`src/rtl/i2c_addr_xlate_n.sv`:
```
// Virtual-to-physical I2C address translator: looks a request up in a small map,
// then runs one single-byte I2C transaction on the selected downstream channel.
module i2c_addr_xlate_n #(
   parameter  int NUM_CH    = 4,
   parameter  int MAP_DEPTH = 8,
   parameter  int CLK_DIV   = 125,
   localparam int IW = (MAP_DEPTH > 1) ? $clog2(MAP_DEPTH) : 1,
   localparam int CW = (NUM_CH > 1) ? $clog2(NUM_CH) : 1
) (
   input  logic              clk_i,
   input  logic              reset_i,
   input  logic              req_valid_i,
   output logic              req_ready_o,
   input  logic [6:0]        req_vaddr_i,
   input  logic              req_rw_i,
   input  logic [7:0]        req_wdata_i,
   output logic              rsp_valid_o,
   output logic [7:0]        rsp_rdata_o,
   output logic              rsp_nack_o,
   output logic              rsp_miss_o,
   output logic              txn_done_o,
   input  logic              cfg_we_i,
   input  logic [IW-1:0]     cfg_idx_i,
   input  logic              cfg_en_i,
   input  logic [6:0]        cfg_vaddr_i,
   input  logic [6:0]        cfg_paddr_i,
   input  logic [CW-1:0]     cfg_ch_i,
   output logic [NUM_CH-1:0] scl_oe_o,
   output logic [NUM_CH-1:0] sda_oe_o,
   input  logic [NUM_CH-1:0] sda_in_i
);
   // state | meaning: IDLE wait req | LOOKUP map search | START/STOP bus conditions |
   // ADDR/DATA 8 bits | AACK/DACK ack bit | RESP one-cycle response
   localparam int            QW       = $clog2(CLK_DIV);
   localparam logic [QW-1:0] Q_RELOAD = QW'(CLK_DIV - 1);

   typedef enum logic [3:0] {
      S_IDLE, S_LOOKUP, S_START, S_ADDR, S_AACK, S_DATA, S_DACK, S_STOP, S_RESP
   } state_t;

   state_t          state_q, state_d;
   logic [QW-1:0]   qcnt_q, qcnt_d;
   logic [1:0]      phase_q, phase_d;
   logic [2:0]      bit_q, bit_d;
   logic [6:0]      vaddr_q, vaddr_d, paddr_q, paddr_d;
   logic            rw_q, rw_d, nack_q, nack_d, alive_q;
   logic [7:0]      wdata_q, wdata_d, shift_q, shift_d;
   logic [CW-1:0]   ch_q, ch_d;
   logic [7:0]      rdata_q, rdata_d;
   logic            rnack_q, rnack_d, rmiss_q, rmiss_d;

   logic            map_en_q [MAP_DEPTH];
   logic [6:0]      map_v_q  [MAP_DEPTH];
   logic [6:0]      map_p_q  [MAP_DEPTH];
   logic [CW-1:0]   map_c_q  [MAP_DEPTH];

   logic            hit, tick, on_bus, sda_sel, scl_pull, sda_pull;
   logic [6:0]      hit_p;
   logic [CW-1:0]   hit_c;
   logic [7:0]      addr_byte;

   always_ff @(posedge clk_i or posedge reset_i) begin
      if (reset_i) begin
         for (int i = 0; i < MAP_DEPTH; i++) begin
            map_en_q[i] <= 1'b0;
            map_v_q[i]  <= '0;
            map_p_q[i]  <= '0;
            map_c_q[i]  <= '0;
         end
      end else if (cfg_we_i) begin
         map_en_q[cfg_idx_i] <= cfg_en_i;
         map_v_q[cfg_idx_i]  <= cfg_vaddr_i;
         map_p_q[cfg_idx_i]  <= cfg_paddr_i;
         map_c_q[cfg_idx_i]  <= cfg_ch_i;
      end
   end

   // Scanning downward lets the lowest matching index overwrite the others.
   always_comb begin
      hit   = 1'b0;
      hit_p = '0;
      hit_c = '0;
      for (int i = MAP_DEPTH - 1; i >= 0; i--) begin
         if (map_en_q[i] && (map_v_q[i] == vaddr_q)) begin
            hit   = 1'b1;
            hit_p = map_p_q[i];
            hit_c = map_c_q[i];
         end
      end
   end

   always_comb begin
      sda_sel = 1'b1;
      for (int i = 0; i < NUM_CH; i++)
         if (ch_q == CW'(i)) sda_sel = sda_in_i[i];
   end

   always_ff @(posedge clk_i or posedge reset_i) begin
      if (reset_i) begin
         state_q <= S_IDLE;
         qcnt_q  <= Q_RELOAD;
         phase_q <= 2'd0;
         bit_q   <= 3'd0;
         vaddr_q <= '0;
         paddr_q <= '0;
         rw_q    <= 1'b0;
         wdata_q <= '0;
         shift_q <= '0;
         nack_q  <= 1'b0;
         ch_q    <= '0;
         rdata_q <= '0;
         rnack_q <= 1'b0;
         rmiss_q <= 1'b0;
         alive_q <= 1'b0;
      end else begin
         state_q <= state_d;
         qcnt_q  <= qcnt_d;
         phase_q <= phase_d;
         bit_q   <= bit_d;
         vaddr_q <= vaddr_d;
         paddr_q <= paddr_d;
         rw_q    <= rw_d;
         wdata_q <= wdata_d;
         shift_q <= shift_d;
         nack_q  <= nack_d;
         ch_q    <= ch_d;
         rdata_q <= rdata_d;
         rnack_q <= rnack_d;
         rmiss_q <= rmiss_d;
         alive_q <= 1'b1;
      end
   end

   assign tick   = (qcnt_q == '0);
   assign on_bus = (state_q != S_IDLE) && (state_q != S_LOOKUP) && (state_q != S_RESP);

   always_comb begin
      state_d = state_q;
      qcnt_d  = Q_RELOAD;
      phase_d = 2'd0;
      bit_d   = bit_q;
      vaddr_d = vaddr_q;
      paddr_d = paddr_q;
      rw_d    = rw_q;
      wdata_d = wdata_q;
      shift_d = shift_q;
      nack_d  = nack_q;
      ch_d    = ch_q;
      rdata_d = rdata_q;
      rnack_d = rnack_q;
      rmiss_d = rmiss_q;
      if (on_bus) begin
         qcnt_d  = tick ? Q_RELOAD : qcnt_q - QW'(1);
         phase_d = tick ? phase_q + 2'd1 : phase_q;
      end
      case (state_q)
         S_IDLE: if (req_valid_i && req_ready_o) begin
            vaddr_d = req_vaddr_i;
            rw_d    = req_rw_i;
            wdata_d = req_wdata_i;
            shift_d = '0;
            nack_d  = 1'b0;
            state_d = S_LOOKUP;
         end
         S_LOOKUP: if (hit) begin
            paddr_d = hit_p;
            ch_d    = hit_c;
            state_d = S_START;
         end else begin
            state_d = S_RESP;
         end
         S_START: if (tick && phase_q == 2'd2) begin
            state_d = S_ADDR;
            phase_d = 2'd0;
            bit_d   = 3'd7;
         end
         S_ADDR: if (tick && phase_q == 2'd3) begin
            if (bit_q == 3'd0) state_d = S_AACK;
            else               bit_d   = bit_q - 3'd1;
         end
         S_AACK: begin
            if (tick && phase_q == 2'd2 && sda_sel) nack_d = 1'b1;
            if (tick && phase_q == 2'd3) begin
               state_d = nack_q ? S_STOP : S_DATA;
               bit_d   = 3'd7;
            end
         end
         S_DATA: begin
            if (tick && phase_q == 2'd2 && rw_q) shift_d = {shift_q[6:0], sda_sel};
            if (tick && phase_q == 2'd3) begin
               if (bit_q == 3'd0) state_d = S_DACK;
               else               bit_d   = bit_q - 3'd1;
            end
         end
         S_DACK: begin
            if (tick && phase_q == 2'd2 && !rw_q && sda_sel) nack_d = 1'b1;
            if (tick && phase_q == 2'd3) state_d = S_STOP;
         end
         S_STOP: if (tick && phase_q == 2'd2) begin
            state_d = S_RESP;
            phase_d = 2'd0;
         end
         S_RESP:  state_d = S_IDLE;
         default: state_d = S_IDLE;
      endcase
      // Response fields are captured on entry to RESP and then held.
      if (state_d == S_RESP && state_q != S_RESP) begin
         rdata_d = shift_q;
         rnack_d = nack_q;
         rmiss_d = (state_q == S_LOOKUP);
      end
   end

   assign addr_byte = {paddr_q, rw_q};

   always_comb begin
      scl_pull = 1'b0;
      sda_pull = 1'b0;
      case (state_q)
         S_START: begin
            scl_pull = (phase_q == 2'd2);
            sda_pull = (phase_q != 2'd0);
         end
         S_ADDR: begin
            scl_pull = (phase_q == 2'd0) || (phase_q == 2'd3);
            sda_pull = ~addr_byte[bit_q];
         end
         S_DATA: begin
            scl_pull = (phase_q == 2'd0) || (phase_q == 2'd3);
            sda_pull = ~rw_q & ~wdata_q[bit_q];
         end
         S_AACK, S_DACK: scl_pull = (phase_q == 2'd0) || (phase_q == 2'd3);
         S_STOP: begin
            scl_pull = (phase_q == 2'd0);
            sda_pull = (phase_q != 2'd2);
         end
         default: ;
      endcase
      for (int i = 0; i < NUM_CH; i++) begin
         scl_oe_o[i] = scl_pull && (ch_q == CW'(i));
         sda_oe_o[i] = sda_pull && (ch_q == CW'(i));
      end
   end

   assign req_ready_o = alive_q && (state_q == S_IDLE);
   assign rsp_valid_o = (state_q == S_RESP);
   assign txn_done_o  = (state_q == S_RESP);
   assign rsp_rdata_o = rdata_q;
   assign rsp_nack_o  = rnack_q;
   assign rsp_miss_o  = rmiss_q;
endmodule
```
`config.mk`:
```
export PLATFORM = sky130hd
export DESIGN_NAME = i2c_addr_xlate_n
export DESIGN_NICKNAME = d
export VERILOG_FILES = /design/src/rtl/i2c_addr_xlate_n.sv
export SDC_FILE = /design/constraint.sdc
export NUM_CORES = 1
export LEC_CHECK = 0
export ABC_AREA = 1
export CAP_MARGIN = 0
export CORE_MARGIN = 2
export CORE_UTILIZATION = 50
export DETAILED_ROUTE_END_ITERATION = 8
export GPL_TIMING_DRIVEN = 0
export PLACE_DENSITY = 0.78
export SYNTH_ARGS = -nofsm -noshare
export SYNTH_HDL_FRONTEND = slang
export SYNTH_SLANG_ARGS = --single-unit
```
`constraint.sdc`:
```
create_clock -name clk_i -period 13.6 [get_ports clk_i]
set_clock_uncertainty 0.2 [all_clocks]
set_input_delay 2.72 -clock clk_i [delete_from_list [all_inputs] [get_ports clk_i]]
set_output_delay 2.72 -clock clk_i [all_outputs]
set_load 0.005 [all_outputs]
```
==> results.yml, run 1 <==
run_status:
  status: "finished clean"
clock_tree:
  htreeDepth: 4
  clkSlewWorstSetupHoldPaths_ns: 0.07
  cts_resized: 0
  cts_setup_buffers: 0
  cts_buffers: 17
  clock_sinks: 197
  cts_tree: "built"
  clk-insertion-delay-late_ns: 0.44
  cts_root_buffer: "clkbuf_16"
  clockBufferDepth: 2
  ctsHoldBuffers: 0
yosys:
  synth_xor_area_share_pct: 2.204
  syn-num-nets: 1244
  async_reset_ff_share_pct: 100.0
  yosys_warnings: 0
  ys_types: 46
  ys_ff_latch: 197
  synth_mux_area_share_pct: 0
  synthFlopType: "dfrtp_1"
  synth_fa_ha_area_share_pct: 0.7871
  yosysSeqAreaShare_pct: 51.75
  synth-simple-area-share_pct: 23.90
  synth_compound_area_share_pct: 13.92
  syn_inst: 1194
  syn_area_sq_um: 9538
  yosys.area.top_type: "dfrtp_1"
  yosys-top-cells-area: "dfrtp_1 (50%), nand2_1 (14%), o21ai_0 (8.8%)"
  synth_top_family_by_area: "simple AND/OR/NAND/NOR gates"
  synth-edff-count: 0
  synth_top_cell_area_share_pct: 50.37
  syn_avg_cell_area_sq_um: 7.988
grt:
  grt_pass1_wl_microns: 39590
  grt.met3_usage_pct: 4.105
  grt_pass1_vias: 7989
  grt_antenna_before_repair: 0
  grt_busiest_layer: "met2"
  grt_usage_pct: 25.03
  use_met1_pct: 34.21
  gr-total-overflow: 0
  use_met2_pct: 40.63
  grt_max_degree: 124
timing:
  maxSlewHeadroom_pct: 50.73
  hold_slack_ns: 0.2455
  fin_crit_sh_pct: 40.76
  fmax_mhz: 180.4
  setup_tns_ns: 0
  setup_viol: 0
  grt_setup_unrepaired: "no"
  worstMarginPinSlew_ns: 0.7335
  hold_viol: 0
  drv_slew: 0
  fin_crit_ns: 5.543
hold_path:
  hp-class: "flip-flop to flip-flop"
  whs_path_depth: 1
floorplan:
  dieArea_sq_um: 20200
  die_y_microns: 142.1
  fp.dieW_microns: 142.1
  initial_core_util_pct: 50.99
  io_pins: 65
  rows: 50
  core-area_sq_um: 18710
final_layout:
  fillers: 1662
  drive_above_1_share_pct: 7.591
  fin_cells: 1525
  diodes: 0
  final_nets: 1328
  final_core_util_pct: 59.27
  syn2layout_area_growth_pct: 16.24
setup_path:
  worst_path_most_repeated_cell: "nor2_1"
  end_kind: "output port"
  worstSetupPathType: "flip-flop to output port"
  crit_required_ns: 10.68
  cp_slowest_cell: "clkdlybuf4s50_1"
  crit_end: "scl_oe_o[0]"
  cp.arrival_ns: 2.62
  reg2reg_setup_slack_ns: 10.96
  worstReg2RegEnd: "shift_q[4]$_DFFE_PP0P_"
  max_stage_delay_ns: 0.52
  cp_cell_sequence: "nor2_1 > inv_1 > o21ai_0 > nor2_1 > o21ai_0 > nor2_1 > nor3_1 > clkdlybuf4s50_1"
  start_kind: "flip-flop"
  crit_start: "state_q[3]$_DFF_PP0_"
  rr_startpoint: "qcnt_q[0]$_DFF_PP0_"
  reg2reg_depth: 10
  path_max_fanout: 5
route:
  drtAntennaViolNets: 0
  wl_per_cell_microns: 15.68
  avgViaCountPerCell: 5.365
  wl_microns: 23910
  drt_iter0_drc: 841
  drt_pass1_iterations: 5
  route.detailed.drc: 0
  vias: 8182
power_and_ir_drop:
  internal_power_uw: 1203
  pwr-share-clk_pct: 26.8
  power-per-cell-area_nw_per_um2: 167.7
  swShare_pct: 35.29
  p_leak_uw: 0.005391
  comb_power_share_pct: 30.4
  pwr-share-seq_pct: 42.8
  max-vdd-ir-drop_v: 0.00009306
  switchingPower_uw: 656.2
placement:
  io_buffers: 64
  place.gp.congestion: 0.8843
  place_hpwl_microns: 16850
  dp_cells: 1493
run:
  max_cap_viol_count: 0
-- routing by layer --
| metal | vias up | share of wire (%) |
|---|---|---|
| li1 | 3982 | - |
| met1 | 3911 | 45 |
| met2 | 241 | 48 |
| met3 | 48 | 5.4 |
| met4 | 0 | 2.2 |
| met5 | - | 0 |
-- state kept, by name, indices dropped and copies added (netlist names), 2 cells and up --
| signal | count |
|---|---|
| map_p_q | 56 |
| map_v_q | 56 |
| map_c_q | 16 |
| map_en_q | 8 |
| rsp_rdata_o | 8 |
| shift_q | 8 |
| wdata_q | 8 |
| paddr_q | 7 |
| qcnt_q | 7 |
| vaddr_q | 7 |
| state_q | 4 |
| bit_q | 3 |
| ch_q | 2 |
| phase_q | 2 |
-- Yosys cell counts, types with 2 or more instances --
cell type / n
a21boi_0: 2
a21oi_1: 51
a21oi_2: 10
a22oi_1: 2
buf_2: 9
buf_4: 5
buf_6: 7
clkbuf_1: 27
clkinv_1: 4
dfrtp_1: 192
dfstp_2: 5
ha_1: 6
inv_1: 109
inv_2: 5
nand2_1: 352
nand2_2: 3
nand3_1: 51
nand4_1: 5
nor2_1: 104
nor2_2: 3
nor2_4: 4
nor3_1: 12
nor4_1: 2
o2111ai_1: 2
o211ai_1: 3
o21a_1: 2
o21ai_0: 167
o21ai_1: 2
o22ai_1: 2
or2_2: 8
xnor2_1: 12
xor2_1: 12
-- worst min-delay path by stage --
stage,start,to,slack [ns]
6_report,qcnt_q[0]$_DFF_PP0_,qcnt_q[0]$_DFF_PP0_,0.25
5_1_grt,qcnt_q[0]$_DFF_PP0_,qcnt_q[0]$_DFF_PP0_,0.28
4_1_cts,qcnt_q[0]$_DFF_PP0_,qcnt_q[0]$_DFF_PP0_,0.25
3_5_place_dp,qcnt_q[0]$_DFF_PP0_,qcnt_q[0]$_DFF_PP0_,0.24
3_3_place_gp,qcnt_q[0]$_DFF_PP0_,qcnt_q[0]$_DFF_PP0_,0.21
2_1_floorplan,qcnt_q[0]$_DFF_PP0_,qcnt_q[0]$_DFF_PP0_,0.20
-- power by group through the flow --
stage               clock network, uW  registers, uW  logic [uW]
floorplan                           0            786         400
global placement                    0            799         544
detailed placement                  0            804         563
CTS                               502            794         566
global route                      526            810         641
finish                            499            795         565
-- kinds of logic (layout without fill, tap and decap cells) --
logic type / count (synthesis) / after routing
AND/OR/NAND/NOR: 552 / 552
other: 1 / 1
buffers and inverters: 166 / 263
AO/OA/AOI/OAI: 248 / 248
adder cells (fa/ha/maj): 6 / 6
XOR/XNOR: 24 / 24
flip-flops: 197 / 197
-- stage by stage --
stage,cell area [sq um],power (uW),setup slack [ns]
2_1_floorplan,9538,1185,5.319
3_3_place_gp,10470,1343,2.807
3_5_place_dp,10510,1366,8.540
4_1_cts,11090,1861,8.040
5_1_grt,11090,1978,7.689
6_report,11090,1859,8.057
-- layout by cell type, fill, tap and decap left out, types with 17 or more instances in the layout --
cell / n
nand2_1: 352
a21oi_1: 51
o21ai_0: 167
dfrtp_1: 192
nand3_1: 51
clkdlybuf4s50_1: 64
clkbuf_1: 27
nor2_1: 104
clkbuf_16: 17
inv_1: 108
-- area by class of cell --
class	instances	area, sq um	area share, %
sequential	197	4936	44.52
multi-input combinational	831	3896	35.14
timing repair buffer	65	668.1	6.026
inverter	118	450.4	4.063
clock buffer	18	439.2	3.961
tap	234	292.8	2.641
buffer	48	262.8	2.370
clock inverter	14	141.4	1.275
-- worst max-delay path: cells and delay by family, from the launching register on --
kind | cells | cell delay [ns]
and+or+nand+nor | 4 | 0.47
DFF | 1 | 0.43
buffers and inverters | 2 | 0.65
AOI/OAI and AO/OA | 2 | 0.63
(Power assumes the default switching activity.)
==> run 2: changes to the inputs <==
--- a/config.mk
+++ b/config.mk
@@ -11,7 +11,7 @@
 export CORE_UTILIZATION = 50
 export DETAILED_ROUTE_END_ITERATION = 8
 export GPL_TIMING_DRIVEN = 0
-export PLACE_DENSITY = 0.78
+export PLACE_DENSITY = 0.81
 export SYNTH_ARGS = -nofsm -noshare
 export SYNTH_HDL_FRONTEND = slang
 export SYNTH_SLANG_ARGS = --single-unit
==> constraint.sdc (replaced) <==
create_clock -name clk_i -period 4.95 [get_ports clk_i]
set_clock_uncertainty 0.2 [all_clocks]
set_input_delay 0.99 -clock clk_i [delete_from_list [all_inputs] [get_ports clk_i]]
set_output_delay 0.99 -clock clk_i [all_outputs]
set_load 0.005 [all_outputs]
==> run 2 against run 1 <==
Design area is 0.46% higher. First-iteration DRC count is the same. Register-to-register slack got worse by 8.7 ns. Via count up 1.1%. Sequential share of layout area decreased by 0.21 points. Power grew to 2.7 times the previous value. Routed wire length barely moved. Die area did not move. Sequential power rose to 2.8 times the previous value. Combinational power grew to 2.8 times the previous value. Flip-flop and latch count is the same. Critical endpoint is now scl_oe_o[1]. Largest power group unchanged. Highest routed layer unchanged.
==> results.yml, run 2 (synthesis results as in run 1) <==
floorplan:
  core-area_sq_um: 18710
  io_pins: 65
  dieArea_sq_um: 20200
  rows: 50
  die_y_microns: 142.1
  fp.dieW_microns: 142.1
  initial_core_util_pct: 50.99
final_layout:
  layout_common_cells: "nand2_1 (352), dfrtp_1 (192), o21ai_0 (167), inv_1 (108), nor2_1 (104)"
  drive_above_1_share_pct: 7.651
  final_nets: 1332
  layout.cells.most_common: "nand2_1"
  final_area_sq_um: 11140
  top_regs: "map_p_q: 56 flops, map_v_q: 56 flops, map_c_q: 16 flops"
  syn2layout_area_growth_pct: 16.78
  diodes: 0
power_and_ir_drop:
  comb_power_share_pct: 30.7
  max-vdd-ir-drop_v: 0.0002632
  power-per-cell-area_nw_per_um2: 456.1
  p_leak_uw: 0.005409
  pwr-share-clk_pct: 26.2
  switchingPower_uw: 1748
  swShare_pct: 34.41
  pwr-share-seq_pct: 43.0
  internal_power_uw: 3332
setup_path:
  rr_startpoint: "qcnt_q[0]$_DFF_PP0_"
  start_kind: "flip-flop"
  path_max_fanout: 5
  crit_required_ns: 3.76
  worstSetupPathType: "flip-flop to output port"
  end_kind: "output port"
  reg2reg_setup_slack_ns: 2.31
  worstReg2RegEnd: "shift_q[4]$_DFFE_PP0P_"
  cp.arrival_ns: 2.69
  reg2reg_depth: 10
timing:
  drv_slew: 0
  setup_tns_ns: 0
  grt_setup_unrepaired: "no"
  setup_ws_ns: 1.073
  maxSlewHeadroom_pct: 54.21
  fmax_mhz: 257.9
  setup_viol: 0
  worstMarginPinSlew_ns: 0.6816
  hold_viol: 0
  fin_crit_sh_pct: 78.33
  fin_crit_ns: 3.877
clock_tree:
  cts_buffers: 17
  clockBufferDepth: 2
  htreeDepth: 4
  cts_setup_buffers: 0
  clkSlewWorstSetupHoldPaths_ns: 0.07
  clk-insertion-delay-late_ns: 0.43
  clock_sinks: 197
  cts_root_buffer: "clkbuf_16"
  cts_resized: 0
  ctsHoldBuffers: 0
  cts_tree: "built"
hold_path:
  worstHoldStart: "qcnt_q[0]$_DFF_PP0_"
  hold_end: "qcnt_q[0]$_DFF_PP0_"
  hp-class: "flip-flop to flip-flop"
  whs_path_depth: 1
grt:
  grt_antenna_before_repair: 0
  grt_max_degree: 38
  grt_pass1_vias: 8013
  grt_usage_pct: 24.81
  gr-total-overflow: 0
  grt_pass1_wl_microns: 39350
run_status:
  status: "finished clean"
placement:
  place_area_sq_um: 10580
  place.gp.congestion: 0.9002
  io_buffers: 64
  dp_slack_ns: 1.646
  place_hpwl_microns: 17070
route:
  wl_microns: 23920
  route.detailed.drc: 0
  vias: 8276
  drt_pass1_iterations: 5
  drt_iter0_drc: 841
  drtAntennaViolNets: 0
  avgViaCountPerCell: 5.416
  wl_per_cell_microns: 15.65
run:
  max_cap_viol_count: 0
[run 2: cell count changes in the layout (fill, tap and decap cells not counted), sizes merged]
cell      before  now
buf           22   26
clkinvlp       3    5
clkinv         8    7
clkbuf        45   50
inv          120  113
[run 2: stage by stage]
| step | cells | hold WS [ns] | utilization (%) | power [uW] |
|---|---|---|---|---|
| floorplan | 1194 | 0.2032 | - | 3256 |
| global placement | 1492 | 0.2154 | 56.00 | 3684 |
| detailed placement | 1497 | 0.2150 | 56.54 | 3756 |
| CTS | 1528 | 0.2237 | 59.55 | 5087 |
| global route | 1528 | 0.2474 | 59.55 | 5392 |
| finish | 1528 | 0.2223 | 59.55 | 5080 |
[run 2: worst max-delay path by stage]
stage	slack (ns)	cells past startpoint	to	from
after floorplan	1.22	1	alive_q$_DFF_PP0_	reset_i
after global placement	-0.26	2	map_p_q[19]$_DFFE_PP0P_	reset_i
after detailed placement	1.65	8	scl_oe_o[0]	state_q[3]$_DFF_PP0_
after CTS	1.15	8	scl_oe_o[1]	state_q[3]$_DFF_PP0_
after global routing	0.81	8	scl_oe_o[2]	state_q[3]$_DFF_PP0_
final	1.07	8	scl_oe_o[1]	state_q[3]$_DFF_PP0_
[run 2: critical path, cell delays in order, from the launching register on]
cell	delay, ns
dfrtp_1	0.43
nor2_1	0.16
inv_1	0.12
o21ai_0	0.49
nor2_1	0.09
o21ai_0	0.18
nor2_1	0.10
nor3_1	0.15
clkdlybuf4s50_1	0.54
[run 2: layer usage]
metal / vias to the layer above / global-route usage [%] / wire, microns
met5: - / 0 / 0
met4: 0 / 9.000 / 614
met3: 53 / 3.769 / 1238
met2: 233 / 40.17 / 11330
met1: 4005 / 34.17 / 10730
li1: 3985 / - / -
[run 2: final cells by class]
type | count | area (sq um)
Buffer | 48 | 262.8
Clock buffer | 23 | 488.0
Clock inverter | 8 | 75.07
Fill cell | 1627 | 7567
Inverter | 118 | 446.7
Multi-Input combinational cell | 831 | 3896
Sequential cell | 197 | 4936
Tap cell | 234 | 292.8
Timing Repair Buffer | 69 | 740.7
[run 2: power groups by stage]
stage	registers, uW	logic (uW)	clock network (uW)
after floorplan	2160	1100	0
after global placement	2190	1490	0
after detailed placement	2210	1550	0
after CTS	2180	1560	1340
after global routing	2230	1760	1410
final	2190	1560	1330
